$ cat src/rtl/accelerator_data_feeder_pkg.sv
// Shared definitions for the accelerator data feeder: sizes, FSM encoding, config bits.
package accelerator_data_feeder_pkg;

   localparam int BIT_WIDTH   = 8;
   localparam int NUM_CHANNEL = 3;
   localparam int NUM_KERNEL  = 4;
   localparam int ADDR_WIDTH  = 10;
   localparam int REG_WIDTH   = 32;

   // Bit of i_conf_ctrl whose rising edge launches a job
   localparam int CONF_START  = 0;

   typedef enum logic [1:0] {
      ST_IDLE   = 2'd0,
      ST_LOAD_W = 2'd1,
      ST_STREAM = 2'd2,
      ST_FINISH = 2'd3
   } feeder_state_e;

endpackage

$ cat src/rtl/feeder_rd_port.sv
// One BRAM read port: latched base, read counter, 1-cycle valid pipe and output hold register.
module feeder_rd_port #(
   parameter int ADDR_WIDTH = 10,
   parameter int DATA_WIDTH = 24
) (
   input  logic                  clk,
   input  logic                  rst,
   input  logic                  load_i,
   input  logic [ADDR_WIDTH-1:0] base_i,
   input  logic                  issue_i,
   input  logic [DATA_WIDTH-1:0] rdata_i,
   output logic                  mem_en_o,
   output logic [ADDR_WIDTH-1:0] mem_addr_o,
   output logic [ADDR_WIDTH:0]   count_o,
   output logic                  val_o,
   output logic [DATA_WIDTH-1:0] data_o
);

   logic [ADDR_WIDTH-1:0] base_q;
   logic [ADDR_WIDTH:0]   cnt_q;
   logic [ADDR_WIDTH:0]   cnt_d;
   logic                  val_q;
   logic [DATA_WIDTH-1:0] hold_q;

   // Counter restarts on a new job and advances once per issued read
   always_comb begin
      cnt_d = cnt_q;
      if (load_i) begin
         cnt_d = '0;
      end else if (issue_i) begin
         cnt_d = cnt_q + (ADDR_WIDTH+1)'(1);
      end
   end

   // Base/count state, valid delay matching BRAM latency, and hold of last delivered word
   always_ff @(posedge clk or negedge rst) begin
      if (!rst) begin
         base_q <= '0;
         cnt_q  <= '0;
         val_q  <= 1'b0;
         hold_q <= '0;
      end else begin
         if (load_i) begin
            base_q <= base_i;
         end
         cnt_q <= cnt_d;
         val_q <= issue_i;
         if (val_q) begin
            hold_q <= rdata_i;
         end
      end
   end

   // Address wraps naturally: the count's carry bit is dropped
   assign mem_en_o   = issue_i;
   assign mem_addr_o = base_q + cnt_q[ADDR_WIDTH-1:0];
   assign count_o    = cnt_q;
   assign val_o      = val_q;
   // BRAM output register is presented on the valid cycle, held value otherwise
   assign data_o     = val_q ? rdata_i : hold_q;

endmodule

$ cat src/rtl/accelerator_data_feeder.sv
// Feeds accelerator_core: loads a weight block, then answers data requests from data BRAM.
module accelerator_data_feeder
   import accelerator_data_feeder_pkg::*;
#(
   parameter int P_BIT_WIDTH   = BIT_WIDTH,
   parameter int P_NUM_CHANNEL = NUM_CHANNEL,
   parameter int P_NUM_KERNEL  = NUM_KERNEL,
   parameter int P_ADDR_WIDTH  = ADDR_WIDTH,
   parameter int P_REG_WIDTH   = REG_WIDTH
) (
   input  logic                                            clk,
   input  logic                                            rst,
   input  logic [P_REG_WIDTH-1:0]                          i_conf_ctrl,
   input  logic [P_ADDR_WIDTH-1:0]                         i_conf_dbase,
   input  logic [P_ADDR_WIDTH:0]                           i_conf_dlen,
   input  logic [P_ADDR_WIDTH-1:0]                         i_conf_wbase,
   input  logic [P_ADDR_WIDTH:0]                           i_conf_wlen,
   input  logic                                            i_data_req,
   output logic [P_BIT_WIDTH*P_NUM_CHANNEL-1:0]            o_data,
   output logic                                            o_data_val,
   output logic [P_BIT_WIDTH*P_NUM_CHANNEL*P_NUM_KERNEL-1:0] o_weight,
   output logic                                            o_weight_val,
   output logic                                            o_dmem_en,
   output logic [P_ADDR_WIDTH-1:0]                         o_dmem_addr,
   input  logic [P_BIT_WIDTH*P_NUM_CHANNEL-1:0]            i_dmem_rdata,
   output logic                                            o_wmem_en,
   output logic [P_ADDR_WIDTH-1:0]                         o_wmem_addr,
   input  logic [P_BIT_WIDTH*P_NUM_CHANNEL*P_NUM_KERNEL-1:0] i_wmem_rdata,
   output logic                                            o_busy,
   output logic                                            o_done
);

   localparam int DW = P_BIT_WIDTH * P_NUM_CHANNEL;
   localparam int WW = DW * P_NUM_KERNEL;

   feeder_state_e         state_q;
   logic                  busy_q;
   logic                  done_q;
   logic                  start_prev_q;
   logic [P_ADDR_WIDTH:0] dlen_q;
   logic [P_ADDR_WIDTH:0] wlen_q;

   logic                  start_edge;
   logic                  job_load;
   logic                  w_issue;
   logic                  d_issue;
   logic [P_ADDR_WIDTH:0] wcnt;
   logic [P_ADDR_WIDTH:0] dcnt;

   // Only the start bit of the control register is meaningful
   logic ctrl_unused;
   assign ctrl_unused = ^i_conf_ctrl[P_REG_WIDTH-1:1];

   // Start is a rising edge; edges outside IDLE are dropped
   assign start_edge = i_conf_ctrl[CONF_START] & ~start_prev_q;
   assign job_load   = (state_q == ST_IDLE) && start_edge;
   assign w_issue    = (state_q == ST_LOAD_W) && (wcnt < wlen_q);
   assign d_issue    = (state_q == ST_STREAM) && i_data_req && (dcnt < dlen_q);

   // Job sequencer with registered busy/done flags and latched lengths
   always_ff @(posedge clk or negedge rst) begin
      if (!rst) begin
         state_q      <= ST_IDLE;
         busy_q       <= 1'b0;
         done_q       <= 1'b0;
         start_prev_q <= 1'b0;
         dlen_q       <= '0;
         wlen_q       <= '0;
      end else begin
         start_prev_q <= i_conf_ctrl[CONF_START];
         done_q       <= 1'b0;
         case (state_q)
            ST_IDLE: begin
               if (start_edge) begin
                  state_q <= ST_LOAD_W;
                  busy_q  <= 1'b1;
                  dlen_q  <= i_conf_dlen;
                  wlen_q  <= i_conf_wlen;
               end
            end
            ST_LOAD_W: begin
               if (wcnt == wlen_q) begin
                  if (dlen_q == '0) begin
                     state_q <= ST_FINISH;
                     done_q  <= 1'b1;
                     busy_q  <= 1'b0;
                  end else begin
                     state_q <= ST_STREAM;
                  end
               end
            end
            ST_STREAM: begin
               // Reaching dlen means the last read was issued last cycle and has landed
               if (dcnt == dlen_q) begin
                  state_q <= ST_FINISH;
                  done_q  <= 1'b1;
                  busy_q  <= 1'b0;
               end
            end
            default: begin
               state_q <= ST_IDLE;
            end
         endcase
      end
   end

   feeder_rd_port #(
      .ADDR_WIDTH (P_ADDR_WIDTH),
      .DATA_WIDTH (WW)
   ) u_wport (
      .clk        (clk),
      .rst        (rst),
      .load_i     (job_load),
      .base_i     (i_conf_wbase),
      .issue_i    (w_issue),
      .rdata_i    (i_wmem_rdata),
      .mem_en_o   (o_wmem_en),
      .mem_addr_o (o_wmem_addr),
      .count_o    (wcnt),
      .val_o      (o_weight_val),
      .data_o     (o_weight)
   );

   feeder_rd_port #(
      .ADDR_WIDTH (P_ADDR_WIDTH),
      .DATA_WIDTH (DW)
   ) u_dport (
      .clk        (clk),
      .rst        (rst),
      .load_i     (job_load),
      .base_i     (i_conf_dbase),
      .issue_i    (d_issue),
      .rdata_i    (i_dmem_rdata),
      .mem_en_o   (o_dmem_en),
      .mem_addr_o (o_dmem_addr),
      .count_o    (dcnt),
      .val_o      (o_data_val),
      .data_o     (o_data)
   );

   assign o_busy = busy_q;
   assign o_done = done_q;

endmodule

$ cat config.mk
export PLATFORM = sky130hd
export DESIGN_NAME = accelerator_data_feeder
export DESIGN_NICKNAME = d
export VERILOG_FILES = /design/src/rtl/accelerator_data_feeder_pkg.sv /design/src/rtl/feeder_rd_port.sv /design/src/rtl/accelerator_data_feeder.sv
export SDC_FILE = /design/constraint.sdc
export NUM_CORES = 1
export LEC_CHECK = 0
export ABC_AREA = 1
export ABC_CLOCK_PERIOD_IN_PS = 2600
export BUFFER_PORTS_ARGS = -buffer_cell sky130_fd_sc_hd__buf_2
export CAP_MARGIN = 30
export CORE_ASPECT_RATIO = 1.1
export CORE_MARGIN = 2
export CORE_UTILIZATION = 35
export CTS_BUF_LIST = sky130_fd_sc_hd__clkbuf_2
export CTS_CLUSTER_SIZE = 10
export DETAILED_ROUTE_END_ITERATION = 8
export PLACE_DENSITY = 0.7
export SYNTH_ARGS = -nofsm -noshare
export SYNTH_HDL_FRONTEND = slang
export SYNTH_SLANG_ARGS = --single-unit
$ cat constraint.sdc
create_clock -name clk -period 2.6 [get_ports clk]
set_input_delay 0.78 -clock clk [delete_from_list [all_inputs] [get_ports clk]]
set_output_delay 0.78 -clock clk [all_outputs]
set_load 0.01 [all_outputs]
# Yosys cells after proc, flatten, opt, wreduce, memory -nomap -nowiden
# Cells that the tools add are included.
[totals]
out_inout_bits = 146
reg_bits = 191
inputBits = 197
wordCells = 62
[op_classes]
n_lt_le_gt_ge = 2
n_mux = 20
addsub = 4
bitwise = 2
n_reduce_logical = 12
n_eq_ne = 8
[op_table]
columns = ["operator", "count"]
rows = [
  ["two-way mux 96 bit", 1],
  ["two-way mux 11 bit", 4],
  ["two-way mux 24 bit", 1],
  ["adder 11 x 1 -> 11 bit (second input constant)", 2],
  ["== test 11 bit", 2],
  ["less-than comparator 11 bit", 2],
  ["adder 10 bit", 2],
  ["zero test 11 bit", 1],
  ["two-way mux 1 bit", 8],
  ["two-way mux 2 bit", 3],
  ["!= test 2 x 1 -> 1 bit (second input constant)", 3],
  ["case mux 2 bit (3 select lines)", 1],
  ["AND reduction 5 bit", 1],
  ["logical AND 1 bit", 4],
  ["nonzero test 2 bit", 2],
  ["case mux 1 bit (3 select lines)", 1],
  ["AND reduction 3 bit", 1],
  ["nonzero test 3 bit", 1],
  ["== test 2 x 1 -> 1 bit (second input constant)", 1],
  ["== test 2 bit (second input constant)", 1],
  ["zero test 2 bit", 1],
  ["!= test 2 bit (second input constant)", 1],
  ["case mux 1 bit (2 select lines)", 1],
  ["AND reduction 2 bit", 1],
  ["other kinds (2)", 2],
]

# Depth between registers and ports, before layout
# Gate-level depths: netlist of the first run.
[logic_depth]
ltp_word = 5
ltp_mapped = 12
mapped_depth_nobuf = 11

# Modules after synthesis
# Synthesis of the first run repeated with hierarchy kept, for this count alone.
[unflattened]
cells_unflattened = 842
area_unflattened_um2 = 9138.8
[by_module_without_submodules]
columns = ["mod", "cells_per_inst", "n_inst", "area_each_um2"]
rows = [
  ["feeder_rd_port (u_wport)", 390, 1, 5137.4],
  ["feeder_rd_port (u_dport)", 243, 1, 2299.7],
  ["accelerator_data_feeder", 209, 1, 1701.6],
]

# Worst setup path before layout of the first run
# No wires, ideal clock.
[synth_path]
path_type = "flip-flop to output port"
startpoint = "register u_wport.cnt_q[0] (netlist: u_wport.count_o[0])"
endpoint = "output o_wmem_addr[8]"
slack_ns = 0.069
path_stages_with_launch = 8
arrival_ns = 1.751
n_path_buf = 0
path_cell_list = "dfrtp_1 ha_1 inv_1 fa_1 o21ai_0 nand4_1 nand2_1 xor2_1"
[synth_between]
elab_chain_len = 1
[synth_rtl]
columns = ["element", "line", "source"]
rows = [
  ["start, declared", "feeder_rd_port.sv:20", "logic [ADDR_WIDTH:0] cnt_q;"],
  ["start signal, assigned", "feeder_rd_port.sv:46", "cnt_q <= cnt_d;"],
  ["adder 10 bit", "feeder_rd_port.sv:56", "assign mem_addr_o = base_q + cnt_q[ADDR_WIDTH-1:0];"],
  ["end, declared", "accelerator_data_feeder.sv:27", "output logic [P_ADDR_WIDTH-1:0] o_wmem_addr,"],
]
# Every way passes these cells.

# Worst setup path in the final report of the first run
[layout_path]
startpoint = "register u_wport.base_q[0]"
endpoint = "output o_wmem_addr[8]"
[layout_between]
elab_chain_len = 1
[layout_rtl]
columns = ["element", "line", "source"]
rows = [
  ["start, declared", "feeder_rd_port.sv:19", "logic [ADDR_WIDTH-1:0] base_q;"],
  ["start signal, assigned", "feeder_rd_port.sv:44", "base_q <= base_i;"],
  ["adder 10 bit", "feeder_rd_port.sv:56", ""],
]
# Every way passes these cells.

==> qor.txt, run 1 <==
PD cells: 1240 nW/um^2
Starting Density: 0.354
vias per cell: 4.86
synthesized instance count: 905
sequential-to-total area share from yosys stat: 0.520
violated checks: negative setup slack
Worst-Skew Late Latency: 0.82 ns
IO Port Bufs: 311
Yosys reg bits: 191
Final WS setup: -0.651 ns
crit start category: flip-flop
Relative slew margins: 0.660
EDFF count, synth: 0
RSZ-0062 raised after global routing: yes
clock-pin slew on the worst setup and hold paths: 0.33 ns
Cell Area, Synth: 9190 um^2
global-route wire length before repair: 43600 um
Antenna Nets Post-Route: 0
share of cells above drive strength 1: 0.524
GPL Wtd Cong: 0.864
# clock sinks: 191
max-slew violations: 0
vias in the first global route: 8386
total negative slack: -50.11 ns
Crit path arrival time: 2.47 ns
TritonCTS clock tree: yes
dpl hpwl: 18300 um
Synth Area in Simple Gates: 0.161
GRT Util Overall: 0.207
mux share of post-synthesis cell area: 0.147
Max VDD drop: 0.538 mV
DP Area: 11400 um^2
Max clock buf depth: 2
Synth Area in XOR/XNOR: 0.0210
Iteration-0 DRC Markers: 494
Hold Vio Cnt, Final: 0
Critical Path End Type: primary output
Compound-Gate Fraction of Synth Area: 0.0348
final net count: 1599
Core ar.: 26000 um^2
Final setup viols: 141
die width: 159 um
leakage power: 7.41 nW
largest net degree at the start of global routing: 67
Max Clock Freq: 308 MHz
Die Height: 174 um
worst slew pin tran: 0.510 ns
total CTS buffers: 17
initial antenna violation count: 3
root buffer cell: clkbuf_2
fraction of the mapped netlist area in adder cells: 0.0670
syn nets: 1150
die area: 27600 um^2
Post-Syn Area per Cell: 10.2 um^2
fillers: 2039
num ports: 343
Ys Warns: 0
Wirelength per Cell: 18.7 um
Worst Path Max Fanout: 3
grt total ovfl: 0
Final min period: 3.25 ns
Post-synth ARST share: 1.00
Tcrit/Tclk final: 1.25
htree depth: 4
Remaining DRCs: 0
final design area excluding fillers: 14700 um^2
status: finished, violations left
HP Class: input port to flip-flop
predominant post-synthesis flop cell: dfrtp_1
largest family of logic cells by synthesized area: simple AND/OR/NAND/NOR gates
row cnt: 62
Max Cap Viol: 0
Netlist cell types: 32
Clock Skews: 0.0617 ns
DRT Wirelength: 32100 um
Crit path required time: 1.82 ns
via count: 8356
iteration count of the initial detailed-routing pass: 5
area grow syn2layout: 60.1%
pre-CTS setup slack: -0.00729 ns
WS Path Type: flip-flop to primary output
[metrics by stage]
step | instances | utilization | hold WS (ns) | power [mW]
3_3_place_gp | 1575 | 0.437 | 0.459 | 11.4
5_1_grt | 1721 | 0.566 | 0.0149 | 19.3
3_5_place_dp | 1575 | 0.437 | 0.468 | 11.7
6_report | 1721 | 0.566 | 0.112 | 18.3
2_1_floorplan | 905 | - | 0.453 | 9.01
4_1_cts | 1671 | 0.526 | 0.0186 | 16.3
[synth_stat cells (5+ instances only)]
master,number,area (um^2)
inv_1,75,282
nor2_1,51,191
clkbuf_1,7,26.3
nand3_1,48,240
nand4_1,8,50.1
dfrtp_1,191,4780
o21ai_0,36,180
ha_1,46,576
xor2_1,16,140
a21oi_1,22,110
buf_2,13,65.1
mux2_2,120,1350
buf_4,6,45.0
xnor2_1,6,52.6
nor3b_1,5,37.5
nand2_1,228,856
[metal layers]
metal | global-route usage | vias up | routed length, um
met5 | 0 | - | 13
li1 | - | 3869 | -
met4 | 0.0893 | 2 | 1360
met3 | 0.0583 | 86 | 2150
met2 | 0.375 | 310 | 16500
met1 | 0.221 | 4089 | 12100
[cell usage in the layout, fill, tap and decap left out, types with 8 or more instances in the layout]
master | synthesis | routed
a21oi_1 | 22 | 16
buf_16 | 0 | 11
buf_6 | 2 | 141
nand2_1 | 228 | 214
dfrtp_1 | 191 | 180
xor2_1 | 16 | 16
inv_1 | 75 | 62
buf_2 | 13 | 184
buf_12 | 0 | 16
nand3_1 | 48 | 44
mux2_4 | 0 | 95
mux2_2 | 120 | 25
ha_4 | 0 | 31
inv_2 | 1 | 11
dfrtp_2 | 0 | 10
o21ai_0 | 36 | 29
nand2_2 | 4 | 13
nand4_1 | 8 | 8
buf_4 | 6 | 100
ha_1 | 46 | 15
clkbuf_2 | 0 | 17
nor2_1 | 51 | 44
[sequential cells by signal, summed over array words and instances (netlist names)]
name / count
dlen_q: 11
o_busy: 1
o_done: 1
start_prev_q: 1
state_q: 2
u_dport.base_q: 10
u_dport.count_o: 11
u_dport.hold_q: 24
u_dport.val_o: 1
u_wport.base_q: 10
u_wport.count_o: 11
u_wport.hold_q: 96
u_wport.val_o: 1
wlen_q: 11
[cells by family (layout without fill, tap and decap cells)]
logic type / after synthesis / after routing
compound gates: 62 / 62
simple gates: 356 / 356
mux: 120 / 120
xor+xnor: 22 / 22
flops: 191 / 191
other cells: 0 / 2
buf+inv: 106 / 568
fa+ha+maj: 48 / 48
[where the power goes]
group          internal [mW]  switching [mW]  total (mW)
clock                  0.384            1.15        1.54
sequential              4.32           0.727        5.05
combinational           6.52            5.21        11.7
[critical path: stages (launching register included)]
cell and delay, ns:
dfrtp_1 0.47, ha_4 0.18, inv_4 0.04, fa_2 0.34, o21ai_2 0.17, nand4_1 0.10
nand2_1 0.08, xor2_1 0.13, buf_2 0.15
[final timing paths]
kind                                            to  cells past startpoint          startpoint  slack [ns]
worst max-delay path                o_wmem_addr[8]                      8   u_wport.base_q[0]       -0.65
worst min-delay path                     wlen_q[0]                      3      i_conf_wlen[0]        0.11
worst max register to register  u_wport.count_o[2]                     13  u_wport.count_o[2]        0.33
worst min register to register              o_busy                      2              o_busy        0.52
max in group asynchronous       u_wport.hold_q[82]                      3                 rst        1.48
min in group asynchronous               state_q[0]                      2                 rst        0.39
[timing repair]
action | 4_1_cts | 5_1_grt
gates resized for setup | 266 | 151
endpoints found under the hold margin | 41 | 0
endpoints found under the setup margin | 143 | 144
cloned | 14 | 3
buffers inserted | 49 | 51
pin swaps | 25 | 42
hold buffers | 2 | 0
[cell type report]
| class | instances | area [um^2] | area share |
|---|---|---|---|
| multi-input cells | 608 | 4930 | 0.335 |
| flip-flops and latches | 191 | 4800 | 0.326 |
| repair buffers | 460 | 4020 | 0.273 |
| well taps | 352 | 440 | 0.0299 |
| inverters | 76 | 293 | 0.0199 |
| clock inverters | 15 | 149 | 0.0101 |
| clock buffers | 17 | 85.1 | 0.00578 |
| diodes | 2 | 5.00 | 0.000340 |
(Power assumes the default switching activity.)
==> run 2, diff against run 1 <==
--- a/config.mk
+++ b/config.mk
@@ -9,8 +9,7 @@
 export ABC_CLOCK_PERIOD_IN_PS = 2600
 export BUFFER_PORTS_ARGS = -buffer_cell sky130_fd_sc_hd__buf_2
 export CAP_MARGIN = 30
-export CORE_ASPECT_RATIO = 1.1
-export CORE_MARGIN = 2
+export CORE_MARGIN = 4
 export CORE_UTILIZATION = 35
 export CTS_BUF_LIST = sky130_fd_sc_hd__clkbuf_2
 export CTS_CLUSTER_SIZE = 10
@@ -18,4 +17,5 @@
 export PLACE_DENSITY = 0.7
 export SYNTH_ARGS = -nofsm -noshare
 export SYNTH_HDL_FRONTEND = slang
+export SYNTH_HIERARCHICAL = 1
 export SYNTH_SLANG_ARGS = --single-unit
==> run 2 against run 1 <==
  * Worst setup slack gained 0.17 ns
  * The flow still finishes with violations (negative setup slack)
  * Register-to-register slack worse by 0.14 ns
  * Via count shrank 6.1%
  * Critical path depth unchanged
  * Maximum frequency up 5.5%
  * Clock skew down 0.0072 ns
  * Worst hold slack better by 0.081 ns
  * Synthesized area down 0.60%
  * Power rose by 3.2%
  * Clock-buffer cell count grew 1
  * Final cell count down 4.4%
  * Sequential power shrank 0.8%
==> qor.txt, run 2 <==
Crit path max-delay family: flip-flops
status: finished, violations left
Cell Area, Synth: 9140 um^2 (-0.60%)
Max Cap Viol: 0 (unchanged)
most frequent cell after synthesis: nand2_1
Max VDD drop: 0.972 mV (+81%)
Antenna Nets Post-Route: 0 (unchanged)
GRT Util Overall: 0.195 (-0.0117)
share of cells above drive strength 1: 0.563 (+0.0387)
Die Height: 170 um (-2.5%)
Worst-Skew Late Latency: 0.74 ns (-0.08 ns)
Post-Syn Area per Cell: 10.9 um^2 (+6.8%)
worst slew pin tran: 0.531 ns (+0.0212 ns)
Crit path arrival time: 2.30 ns (-0.17 ns)
Post-synth ARST share: 1.00 (unchanged)
commonest non-fill, non-tap cell in the layout: buf_2
violated checks: negative setup slack
CP max-delay cell: dfrtp_2
fin cells: 1645 (-4.4%)
CP most frequent cell: nand3_1
Starting Density: 0.360 (+0.00602)
die width: 170 um (+7.0%)
Worst Path Max Fanout: 4 (+1)
buffers and inverters on the worst path: 2 (unchanged)
PD cells: 1320 nW/um^2 (+6.2%)
Clock Skews: 0.0545 ns (-0.00717 ns)
Relative slew margins: 0.644 (-0.0163)
sequential-to-total area share from yosys stat: 0.523 (+0.00313)
Synth area leader: dfrtp_1
RSZ-0062 raised after global routing: yes
Remaining DRCs: 0 (unchanged)
total CTS buffers: 17 (unchanged)
Final WS setup: -0.481 ns (+0.170 ns)
Wirelength per Cell: 19.0 um (+1.9%)
share of the synthesized area in the top cell type: 0.523 (+0.00313)
top cells by area, synth: dfrtp_1 52%, mux2_2 9.9%, nand2_1 8.0%, mux2_4 6.6%, ha_1 6.4%
Final min period: 3.08 ns (-0.170 ns)
area grow syn2layout: 56.5%
area of the multi-input gates: 4720 um^2 (-4.3%)
dpl hpwl: 19300 um (+5.3%)
Critical Path End Type: primary output
# clock sinks: 191 (unchanged)
DRT Wirelength: 31300 um (-2.6%)
commonest non-fill, non-tap cells in the layout: 184 x buf_2, 183 x dfrtp_1, 167 x nand2_1
Netlist cell types: 37 (+16%)
IO Port Bufs: 311 (unchanged)
leakage power: 7.22 nW (-2.6%)
GPL Wtd Cong: 0.863 (-0.14%)
Tcrit/Tclk final: 1.18 (-0.0654)
Commonest cells post-synth: 194 x nand2_1, 191 x dfrtp_1, 80 x mux2_2
initial antenna violation count: 6 (+3)
clock-pin slew on the worst setup and hold paths: 0.29 ns (-0.04 ns)
Cell Chain, Critical Path: ha_4, a21oi_1, o21ai_2, nand3_1, nand3_1, a21oi_2, buf_4, buf_6
pre-CTS setup slack: 0.0631 ns (+0.0703 ns)
predominant post-synthesis flop cell: dfrtp_1
Max clock buf depth: 2 (unchanged)
Final setup viols: 141 (unchanged)
row cnt: 58 (-6.5%)
htree depth: 4 (unchanged)
Inst Count DP: 1491 (-5.3%)
Reg area: 4790 um^2 (about the same)
grt total ovfl: 0 (unchanged)
crit start category: flip-flop
vias per cell: 4.77 (-1.7%)
Top Registers: u_wport/hold_q (96), u_dport/hold_q (24)
die area: 28800 um^2 (+4.3%)
final net count: 1545 (-3.4%)
iteration count of the initial detailed-routing pass: 5 (unchanged)
HP Class: input port to flip-flop
synthesized instance count: 842 (-7.0%)
global-route wire length before repair: 44100 um (+1.2%)
Ys Warns: 6 (+6)
Iteration-0 DRC Markers: 501 (+1.4%)
Crit path required time: 1.82 ns (about the same)
Hold Vio Cnt, Final: 0 (unchanged)
register bank with the most flops: u_wport/hold_q
EDFF count, synth: 0 (unchanged)
via count: 7850 (-6.1%)
fillers: 2027 (-0.59%)
peak per-stage delay on the critical path: 0.54 ns (+0.07 ns)
Core ar.: 25400 um^2 (-2.3%)
root buffer cell: clkbuf_2
WS Path Type: flip-flop to primary output
TritonCTS clock tree: yes
vias in the first global route: 8024 (-4.3%)
syn nets: 1088 (-5.4%)
num ports: 343 (unchanged)
largest net degree at the start of global routing: 58 (-13%)
max FFs per register: 96 (unchanged)
Yosys reg bits: 191 (unchanged)
Max Clock Freq: 325 MHz (+5.5%)
max-slew violations: 0 (unchanged)
==> run 2: cell types whose count changed in the layout (fill, tap and decap cells not counted), moves of 7 or more <==
| cell | delta |
|---|---|
| nand2_1 | -47 |
| nand3_1 | -28 |
| buf_4 | +12 |
| a21oi_1 | +10 |
| nand2_2 | +10 |
| nor2_1 | -9 |
| buf_8 | +8 |
| buf_16 | -7 |
| mux2_2 | +7 |
| mux2_4 | -7 |
==> run 2: cell families (layout without fill, tap and decap cells) <==
| kind of cell | count (synthesis) | count (layout) | synth area share |
|---|---|---|---|
| other | 0 | 3 | 0 |
| multiplexers | 120 | 120 | 0.164 |
| AO/OA/AOI/OAI | 81 | 81 | 0.0468 |
| buffers and inverters | 96 | 566 | 0.0519 |
| adder cells (fa/ha/maj) | 49 | 49 | 0.0687 |
| XOR/XNOR | 12 | 12 | 0.0115 |
| AND/OR/NAND/NOR | 293 | 293 | 0.134 |
| flip-flops | 191 | 191 | 0.523 |
==> run 2: cell type report <==
| class | instances | share of cell area |
|---|---|---|
| Antenna cell | 3 | 0.000525 |
| Clock buffer | 18 | 0.00630 |
| Clock inverter | 14 | 0.0101 |
| Inverter | 71 | 0.0188 |
| Multi-Input combinational cell | 555 | 0.330 |
| Sequential cell | 191 | 0.335 |
| Tap cell | 330 | 0.0289 |
| Timing Repair Buffer | 463 | 0.271 |
==> run 2: path summary, 6_finish.rpt <==
kind,startpoint,endpoint,slack [ns],cells past startpoint
setup / recovery,u_dport/count_o[6],o_dmem_en,-0.48,8
min in group asynchronous,rst,u_wport/hold_q[83],0.51,2
setup reg to reg,u_dport/count_o[6],u_dport/count_o[8],0.19,15
max in group asynchronous,rst,u_dport/hold_q[9],1.26,3
hold reg to reg,o_busy,o_busy,0.51,2
hold / removal,i_conf_ctrl[0],start_prev_q,0.19,1
==> run 2: where the power goes <==
group / total [mW] / internal (mW) / switching, mW
Clock: 1.49 / 0.312 / 1.17
Sequential: 5.01 / 4.33 / 0.682
Combinational: 12.4 / 7.03 / 5.38
==> run 2: what timing repair did <==
item	in CTS	in global routing
resized for setup	259	141
setup endpoints to repair	141	149
hold endpoints to repair	44	0
hold buffers	1	0
buffers inserted	68	48
pin swaps	34	41
gates cloned	8	3
==> run 2: worst reg2reg max path: stages (launching register included) <==
cell	delay [ns]
dfrtp_2	0.54
ha_4	0.24
a21oi_1	0.16
o21ai_2	0.08
nand3_1	0.09
nand3_1	0.09
a21oi_2	0.15
buf_4	0.15
buf_4	0.10
buf_4	0.13
nand2_2	0.08
nor3_4	0.21
buf_4	0.14
nand3_1	0.06
nand2_1	0.06
nor2_1	0.06
==> run 2: metal layers <==
metal  track usage  up-vias  wire (um)
li1              -     3698          -
met2         0.347      274      15900
met1         0.231     3818      12400
met5             0        -         32
met3        0.0512       54       2050
met4        0.0581        6        951
==> run 2: per-stage QoR <==
stage	hold WS (ns)	total power, mW	TNS [ns]	utilization	cell area (um^2)
final	0.193	18.9	-33.37	0.563	14300
after global placement	0.456	12.2	0	0.441	11200
after CTS	0.106	17.3	-47.86	0.528	13400
after global routing	0.0753	20.0	-56.61	0.563	14300
after floorplan	0.446	9.60	0	-	9140
after detailed placement	0.466	12.4	0	0.441	11200
==> run 3, diff against run 2 <==
--- a/config.mk
+++ b/config.mk
@@ -17,5 +17,4 @@
 export PLACE_DENSITY = 0.7
 export SYNTH_ARGS = -nofsm -noshare
 export SYNTH_HDL_FRONTEND = slang
-export SYNTH_HIERARCHICAL = 1
 export SYNTH_SLANG_ARGS = --single-unit
==> run 3 against run 2 <==
  * The run still ends with negative setup slack left
  * Critical path type unchanged
  * Critical path depth rose by 1
  * Highest routed layer is now met4
  * Sequential power shrank 0.8%
  * Global-route usage rose by 0.92 points
  * Clock skew is 0.0078 ns higher
  * Clock power is 9% higher
==> qor.txt, run 3 (synthesized netlist as in run 1, its figures left out) <==
status: finished, violations left
violated checks: negative setup slack
die area: 28900 um^2 (+0.57%)
final design area excluding fillers: 14600 um^2 (+1.8%)
crit start category: flip-flop
PD cells: 1250 nW/um^2 (-5.5%)
area grow syn2layout: 58.3%
share of cells above drive strength 1: 0.514 (-0.0486)
TritonCTS clock tree: yes
row cnt: 59 (+1.7%)
Max clock buf depth: 2 (unchanged)
DP Area: 11400 um^2 (+1.6%)
htree depth: 4 (unchanged)
initial antenna violation count: 2 (-4)
fillers: 2074 (+2.3%)
max-slew violations: 0 (unchanged)
register bank with the most flops: u_wport.hold_q
Max Cap Viol: 0 (unchanged)
Die Height: 170 um (+0.29%)
GPL Wtd Cong: 0.887 (+2.7%)
Hold Vio Cnt, Final: 0 (unchanged)
max FFs per register: 96 (unchanged)
Clock Skews: 0.0623 ns (+0.00783 ns)
vias in the first global route: 8433 (+5.1%)
DRT Wirelength: 32800 um (+4.8%)
IO Port Bufs: 311 (unchanged)
HP Class: input port to flip-flop
dpl hpwl: 20200 um (+4.9%)
total CTS buffers: 17 (unchanged)
Remaining DRCs: 0 (unchanged)
Max VDD drop: 0.791 mV (-19%)
Crit path arrival time: 2.45 ns (+0.15 ns)
leakage power: 7.37 nW (+2.1%)
Worst Path Max Fanout: 3 (-1)
largest net degree at the start of global routing: 56 (-3.4%)
grt total ovfl: 0 (unchanged)
commonest non-fill, non-tap cells in the layout: 213 x nand2_1, 184 x dfrtp_1, 184 x buf_2
r2r setup slk: 0.13 ns (-0.06 ns)
Antenna Nets Post-Route: 0 (unchanged)
# clock sinks: 191 (unchanged)
Max Clock Freq: 309 MHz (-4.7%)
worst slew pin tran: 0.544 ns (+0.0131 ns)
buffers and inverters on the worst path: 3 (+1)
Wirelength per Cell: 19.2 um (+1.1%)
Critical Path End Type: primary output
peak per-stage delay on the critical path: 0.48 ns (-0.06 ns)
die width: 170 um (+0.29%)
num ports: 343 (unchanged)
via count: 8223 (+4.8%)
GRT Util Overall: 0.204 (+0.00917)
vias per cell: 4.82 (+1.1%)
Tcrit/Tclk final: 1.24 (+0.0581)
Crit path max-delay family: adder cells
Core ar.: 26000 um^2 (+2.3%)
Cell Chain, Critical Path: ha_4, inv_4, fa_2, o21ai_2, buf_4, nand4_1, nand2_1, xor2_1, buf_2
commonest non-fill, non-tap cell in the layout: nand2_1
root buffer cell: clkbuf_2
RSZ-0062 raised after global routing: yes
Final setup viols: 141 (unchanged)
CP max-delay cell: dfrtp_1
Starting Density: 0.354 (-0.00599)
iteration count of the initial detailed-routing pass: 4 (-1)
Worst-Skew Late Latency: 0.75 ns (about the same)
global-route wire length before repair: 46100 um (+4.4%)
Crit path required time: 1.82 ns (about the same)
Final min period: 3.23 ns (+0.151 ns)
Top Registers: u_wport.hold_q (96), u_dport.hold_q (24)
Relative slew margins: 0.637 (-0.00653)
Iteration-0 DRC Markers: 458 (-8.6%)
WS Path Type: flip-flop to primary output
Final WS setup: -0.632 ns (-0.151 ns)
worst hold slack: 0.164 ns (-0.0295 ns)
final net count: 1600 (+3.6%)
clock-pin slew on the worst setup and hold paths: 0.36 ns (+0.07 ns)
run 3: cell count changes in the layout (fill, tap and decap cells not counted), sizes merged, moves of 3 or more:
cell and change:
a21oi -13, buf -6, inv +8, nand2 +35, nand3 +21, nor2 +4, nor3b +3, xnor2 +5
xor2 +5
run 3: layer usage:
layer / vias to the layer above / wire (um) / global-route usage
li1: 3861 / - / -
met1: 3996 / 12600 / 0.240
met2: 294 / 16900 / 0.366
met3: 72 / 1820 / 0.0400
met4: 0 / 1420 / 0.0802
met5: - / 0 / 0
run 3: cell type report:
cell class                      count  area [um^2]  share of cell area
Tap cell                          335          419              0.0288
Timing Repair Buffer              461         3980               0.273
Antenna cell                        2         5.00            0.000344
Clock inverter                     15          186              0.0128
Sequential cell                   191         4790               0.329
Clock buffer                       17         85.1             0.00584
Inverter                           76          288              0.0198
Multi-Input combinational cell    608         4810               0.330
run 3: worst reg2reg max path, cell delays in order (launching register included):
cell and delay, ns:
dfrtp_1 0.51, buf_6 0.15, ha_4 0.27, nand2_4 0.05, nor2_4 0.11, buf_4 0.12, buf_6 0.08, buf_6 0.08
buf_6 0.08, buf_6 0.08, buf_4 0.09, buf_4 0.09, buf_4 0.09, buf_4 0.10, nand3_4 0.08, nand2_2 0.07
inv_2 0.04, nor2_4 0.14, nand2_1 0.07, nand2_1 0.06, nand2_1 0.04
run 3: what timing repair did:
action	CTS	global route
pin swaps	47	34
hold buffers	1	1
setup buffers	74	41
resized for setup	297	120
endpoints found under the setup margin	141	146
gates cloned	10	5
endpoints found under the hold margin	50	1
run 3: worst paths after layout:
kind / to / cells after the start / start
worst max register to register: o_busy / 20 / u_wport.count_o[5]
max in group asynchronous: u_wport.count_o[1] / 3 / rst
min in group asynchronous: u_wport.hold_q[74] / 2 / rst
worst min register to register: o_busy / 2 / o_busy
worst max-delay path: o_wmem_addr[8] / 9 / u_wport.base_q[0]
worst min-delay path: u_dport.base_q[6] / 3 / i_conf_dbase[6]
run 3: where the power goes:
group	total [mW]	internal, mW	switching, mW
clock	1.62	0.351	1.27
sequential	4.97	4.32	0.651
combinational	11.6	6.33	5.26
total	18.2	11.0	7.18
run 3: through the flow:
| step | setup TNS, ns | setup slack, ns | util | instances | total power [mW] |
|---|---|---|---|---|---|
| after CTS | -56.64 | -0.732 | 0.533 | 1672 | 16.8 |
| after global placement | 0 | 0.0341 | 0.438 | 1556 | 11.7 |
| after global routing | -62.29 | -0.863 | 0.560 | 1704 | 19.2 |
| final | -40.96 | -0.632 | 0.560 | 1705 | 18.2 |
| after detailed placement | 0 | 0.0175 | 0.438 | 1556 | 11.9 |
| after floorplan | 0 | 0.0693 | - | 905 | 9.01 |
